===== config.mk =====
export PLATFORM = sky130hd
export DESIGN_NAME = semaforo_peatonal
export DESIGN_NICKNAME = d
export VERILOG_FILES = /design/src/rtl/semaforo_pkg.sv /design/src/rtl/ped_debounce.sv /design/src/rtl/semaforo_peatonal.sv
export SDC_FILE = /design/constraint.sdc
export NUM_CORES = 1
export LEC_CHECK = 0
export ABC_AREA = 1
export BUFFER_PORTS_ARGS = -buffer_cell sky130_fd_sc_hd__buf_2
export CORE_UTILIZATION = 50
export DETAILED_ROUTE_END_ITERATION = 6
export PLACE_DENSITY = 0.7
export SLEW_MARGIN = 20
export SYNTH_ARGS = -nofsm -noshare
export SYNTH_HDL_FRONTEND = slang
export SYNTH_SLANG_ARGS = --single-unit

===== constraint.sdc =====
create_clock -name clk_i -period 1.7 [get_ports clk_i]
set_input_delay 0.17 -clock clk_i [delete_from_list [all_inputs] [get_ports clk_i]]
set_output_delay 0.17 -clock clk_i [all_outputs]
set_load 0.005 [all_outputs]

===== src/rtl/semaforo_pkg.sv =====
// Shared types and constants for the pedestrian crossing controller.
package semaforo_pkg;

  localparam int unsigned BCD_W = 4;

  // {red, yellow, green} combination that counts as a safe vehicle red
  localparam logic [2:0] LAMP_SAFE_RED = 3'b100;

  typedef enum logic [1:0] {
    IDLE  = 2'd0,
    WALK  = 2'd1,
    CLEAR = 2'd2
  } state_t;

  typedef struct packed {
    logic [BCD_W-1:0] tens;
    logic [BCD_W-1:0] ones;
  } bcd_t;

  // Elaboration-time conversion of a parameter (0..99) into a BCD pair
  function automatic bcd_t to_bcd(input int unsigned v);
    bcd_t r;
    r.tens = BCD_W'((v / 10) % 10);
    r.ones = BCD_W'(v % 10);
    return r;
  endfunction

  function automatic bcd_t bcd_dec(input bcd_t v);
    bcd_t r;
    r = v;
    if (v.ones == '0) begin
      r.ones = BCD_W'(9);
      r.tens = v.tens - BCD_W'(1);
    end else begin
      r.ones = v.ones - BCD_W'(1);
    end
    return r;
  endfunction

endpackage


===== src/rtl/ped_debounce.sv =====
// Button synchronizer and debouncer; emits a one-cycle pulse per accepted press.
module ped_debounce #(
  parameter int unsigned DEBOUNCE = 1000000
) (
  input  logic clk,
  input  logic rst,
  input  logic btn,
  output logic press
);

  localparam int unsigned CW = $clog2(DEBOUNCE + 1);

  logic          sync1;
  logic          sync2;
  logic          stable;
  logic [CW-1:0] cnt;

  // A level change is accepted after DEBOUNCE consecutive differing samples
  always_ff @(posedge clk) begin
    if (rst) begin
      sync1  <= 1'b0;
      sync2  <= 1'b0;
      stable <= 1'b0;
      cnt    <= '0;
      press  <= 1'b0;
    end else begin
      sync1 <= btn;
      sync2 <= sync1;
      press <= 1'b0;
      if (sync2 == stable) begin
        cnt <= '0;
      end else if (cnt == CW'(DEBOUNCE - 1)) begin
        cnt    <= '0;
        stable <= sync2;
        press  <= sync2;
      end else begin
        cnt <= cnt + CW'(1);
      end
    end
  end

endmodule


===== src/rtl/semaforo_peatonal.sv =====
// Pedestrian WALK / DON'T WALK controller slaved to the vehicle light's red phase.
module semaforo_peatonal
  import semaforo_pkg::*;
#(
  parameter int unsigned TICK_DIV = 50000000,
  parameter int unsigned DEBOUNCE = 1000000,
  parameter int unsigned WALK_S   = 20,
  parameter int unsigned FLASH_S  = 10
) (
  input  logic             clk_i,
  input  logic             rst_i,
  input  logic             red_i,
  input  logic             yellow_i,
  input  logic             green_i,
  input  logic             btn_i,
  output logic             walk_o,
  output logic             dont_walk_o,
  output logic             req_pending_o,
  output logic [BCD_W-1:0] cnt_tens_o,
  output logic [BCD_W-1:0] cnt_ones_o,
  output logic             cnt_valid_o
);

  localparam int unsigned PW        = $clog2(TICK_DIV);
  localparam bcd_t        WALK_BCD  = to_bcd(WALK_S);
  localparam bcd_t        FLASH_BCD = to_bcd(FLASH_S);
  localparam bcd_t        ONE_BCD   = to_bcd(1);

  logic          press;
  logic          safe_red_q;
  logic          safe_red_d;
  logic          red_start;
  logic [PW-1:0] presc;
  logic          tick;
  logic          half;
  state_t        state;
  bcd_t          secs;
  bcd_t          secs_dec;

  ped_debounce #(.DEBOUNCE(DEBOUNCE)) u_debounce (
    .clk   (clk_i),
    .rst   (rst_i),
    .btn   (btn_i),
    .press (press)
  );

  assign tick     = (presc == PW'(TICK_DIV - 1));
  assign half     = (presc == PW'(TICK_DIV / 2 - 1));
  assign secs_dec = bcd_dec(secs);

  // Registered safe-red qualification and its registered rising edge
  always_ff @(posedge clk_i) begin
    if (rst_i) begin
      safe_red_q <= 1'b0;
      safe_red_d <= 1'b0;
      red_start  <= 1'b0;
    end else begin
      safe_red_q <= ({red_i, yellow_i, green_i} == LAMP_SAFE_RED);
      safe_red_d <= safe_red_q;
      red_start  <= safe_red_q & ~safe_red_d;
    end
  end

  always_ff @(posedge clk_i) begin
    if (rst_i) begin
      state         <= IDLE;
      presc         <= '0;
      secs          <= '0;
      walk_o        <= 1'b0;
      dont_walk_o   <= 1'b1;
      req_pending_o <= 1'b0;
      cnt_tens_o    <= '0;
      cnt_ones_o    <= '0;
      cnt_valid_o   <= 1'b0;
    end else begin
      presc <= tick ? '0 : presc + PW'(1);
      if (press) req_pending_o <= 1'b1;
      case (state)
        IDLE: begin
          walk_o      <= 1'b0;
          dont_walk_o <= 1'b1;
          cnt_valid_o <= 1'b0;
          cnt_tens_o  <= '0;
          cnt_ones_o  <= '0;
          // A request is served only if it was latched before this red began
          if (red_start && req_pending_o) begin
            state       <= WALK;
            secs        <= WALK_BCD;
            presc       <= '0;
            walk_o      <= 1'b1;
            dont_walk_o <= 1'b0;
            if (!press) req_pending_o <= 1'b0;
          end
        end
        WALK: begin
          if (!safe_red_q) begin
            state       <= IDLE;
            walk_o      <= 1'b0;
            dont_walk_o <= 1'b1;
          end else if (tick) begin
            if (secs == ONE_BCD) begin
              state       <= CLEAR;
              secs        <= FLASH_BCD;
              walk_o      <= 1'b0;
              dont_walk_o <= 1'b1;
              cnt_valid_o <= 1'b1;
              cnt_tens_o  <= FLASH_BCD.tens;
              cnt_ones_o  <= FLASH_BCD.ones;
            end else begin
              secs <= secs_dec;
            end
          end
        end
        CLEAR: begin
          if (!safe_red_q || (tick && secs == ONE_BCD)) begin
            state       <= IDLE;
            walk_o      <= 1'b0;
            dont_walk_o <= 1'b1;
            cnt_valid_o <= 1'b0;
            cnt_tens_o  <= '0;
            cnt_ones_o  <= '0;
          end else begin
            if (tick || half) dont_walk_o <= ~dont_walk_o;
            if (tick) begin
              secs       <= secs_dec;
              cnt_tens_o <= secs_dec.tens;
              cnt_ones_o <= secs_dec.ones;
            end
          end
        end
        default: state <= IDLE;
      endcase
    end
  end

endmodule


==> impl_metrics.yaml <==
status:
  outcome: "completed"
worst_setup_path:
  crit_family: "simple AND/OR/NAND/NOR gates"
  max_stage_delay_ns: 0.36
  crit_chain: "ha_4, nand2_4, nor2_4, nand4_1, buf_4, nor3_4, nand2_1, nor2_2, o21ai_2, nor2_1"
  end_kind: "flop"
  critPathArrivalTime_ns: 1.94
  cp_num_buf_inv: 1
  cp_max_fo: 3
  critPathKind: "flop to flop"
  required_ns: 1.99
  cp-start-kind: "flop"
  r2r_slack_ns: 0.04
  critical_path.slowest_cell: "dfxtp_2"
grt:
  grt_pass1_vias: 3433
  track_usage_pct: 22.34
  met3_usage_pct: 4.061
  antenna_found_initial: 0
  grt_use_met2_pct: 36.73
  grt_max_degree: 20
  gr-total-overflow: 0
  met1_usage_pct: 29.98
  top_usage_layer: "met2"
  grt_pass1_wl_um: 14950
power:
  ir_worst_vdd_uv: 612.4
  cellPowerDensity_nw_per_um2: 1166
  p_leak_nw: 2.115
die:
  design.core.area_sq_um: 7370
  die_area_sq_um: 8075
  row_count: 31
  die_h_um: 89.86
  fp.dieW_um: 89.86
  start_util_pct: 52.38
  ios: 18
route:
  drtIter0Drc: 161
  vias: 3812
  drt_wl_total_um: 9546
  firstDrtPassIters: 5
  ant_nets: 0
  remaining_drc_errors: 0
  wl_per_cell_um: 13.04
  drt-vias-per-instance: 5.208
sta:
  fmax_mhz: 603.6
  max_slew.worst_pin.slew_ns: 0.3727
  maxSlewViolCount: 0
  period_minus_slack_ns: 1.657
  fin_crit_sh_pct: 97.45
  setup_violations: 0
  finalHoldViolations: 0
  skew_ns: 0.01049
  slew_headroom_pct: 74.89
  rsz0062_at_grt: "true"
  fin_hold_ws_ns: 0.02006
  setup_tns_ns: 0
synthesis:
  synthTopCellsByArea: "dfxtp_1 39%, nand2_1 10%, nor2_1 10%"
  yosysUniqueCellTypes: 32
  netlist_instances: 556
  yosysSeqAreaShare_pct: 38.90
  syn_area_sq_um: 3860
  async_flop_share_pct: 0
  ys_ff_latch: 75
  synth_enable_flop_cells: 0
  synth_top_cell_by_area: "dfxtp_1"
  synth_nets: 573
  netlist.area_leader.share_pct: 38.90
  yosys_warnings: 0
  synth_flop_cell: "dfxtp_1"
  syn_avg_cell_area_sq_um: 6.942
finish:
  diodes: 0
  final_common_cell: "nand2_1"
  num-fill-cells: 616
  final_cell_mix: "94 x nand2_1, 92 x nor2_1, 59 x dfxtp_1"
  layout-drive-gt1-share_pct: 30.33
  multiInputGateArea_sq_um: 2409
  final_nets: 645
  final-seq-area_sq_um: 1521
  area_growth_pct: 32.12
placed_design:
  io_buffers: 17
  dp_hpwl_um: 6334
  gp_congestion: 0.8766
job:
  drv_cap: 0
clock_network:
  clkTransAtPathRegs_ns: 0.08
  cts_buffers: 9
  clock-sinks: 75
  cts-root-buf: "clkbuf_8"
  cts_max_level: 3
  cts_tree: "built"
  clock_latency_ns: 0.35
  clock_path_buffers: 2
hold_path:
  hold_path_class: "primary input to flop"
[cells in the mapped netlist (all sizes together) (6+ instances only)]
| library cell | n |
|---|---|
| dfxtp | 75 |
| nand2 | 111 |
| nor3 | 28 |
| nor2 | 111 |
| nand3 | 42 |
| inv | 72 |
| xor2 | 18 |
| nand4 | 16 |
| buf | 6 |
| o21ai | 20 |
| nor4 | 6 |
| ha | 11 |
| a21oi | 26 |
[worst reg2reg max path, cell delays in order, from the launching register on]
cell and delay (ns):
dfxtp_2 0.36, ha_4 0.15, nand2_4 0.06, nor2_4 0.13, nand4_1 0.14, buf_4 0.19
nor3_4 0.16, nand2_1 0.13, nor2_2 0.13, o21ai_2 0.06, nor2_1 0.10
[final cells by class]
class,instances,area share (%)
clock inverter,6,1.276
inverter,72,5.545
sequential,75,29.83
multi-input combinational,401,47.23
timing repair inverter,1,0.1227
clock buffer,10,2.699
tap,99,2.429
timing repair buffer,68,10.87
[power by group]
group          switching [mW]  leakage, nW  internal [mW]
clock                   0.702        0.102          0.718
sequential              0.132        0.614           1.90
combinational            1.57         1.40          0.926
[metrics by stage]
stage	setup slack [ns]	util (%)	total power, mW	cell area, sq um	cells
after CTS	0.003151	62.87	5.575	4633	725
after global routing	-0.07368	69.20	6.308	5100	732
after detailed placement	-0.04295	58.93	4.074	4343	703
final	0.04336	69.20	5.947	5100	732
after global placement	0.03618	58.93	4.020	4343	703
after floorplan	0.02907	-	3.519	3864	556
[cell families after synthesis]
kind of cell | Yosys count | synth area share, %
adders and majority gates | 11 | 3.566
AOI/OAI and AO/OA | 51 | 6.904
DFF | 75 | 38.90
buffers and inverters | 81 | 8.103
xor gates and xnor gates | 20 | 4.538
and+or+nand+nor | 318 | 37.99
[repair_timing]
action	in CTS	in global routing
endpoints found under the hold margin	1	0
resized for setup	16	115
pin swaps	7	19
hold buffers	2	0
setup endpoints to repair	18	67
gates cloned	1	4
buffers inserted	3	3
[layer usage]
layer / vias up / share of wire, %
li1: 1931 / -
met1: 1747 / 46
met2: 119 / 47
met3: 15 / 5.5
met4: 0 / 1.5
met5: - / 0
[worst paths after layout]
check                           cells after the start               end  startpoint
worst min-delay path                                3  u_debounce.sync1       btn_i
worst max register to register                     10         presc[22]    presc[0]
worst max-delay path                               10         presc[22]    presc[0]
worst min register to register                      1         red_start  safe_red_d
[registers in the layout, indices dropped and copies added (netlist names), 2 cells and up]
name,flops
presc,26
u_debounce.cnt,20
secs,8
cnt_ones_o,4
cnt_tens_o,4
state,2
Power figures use the tool's default switching activity.
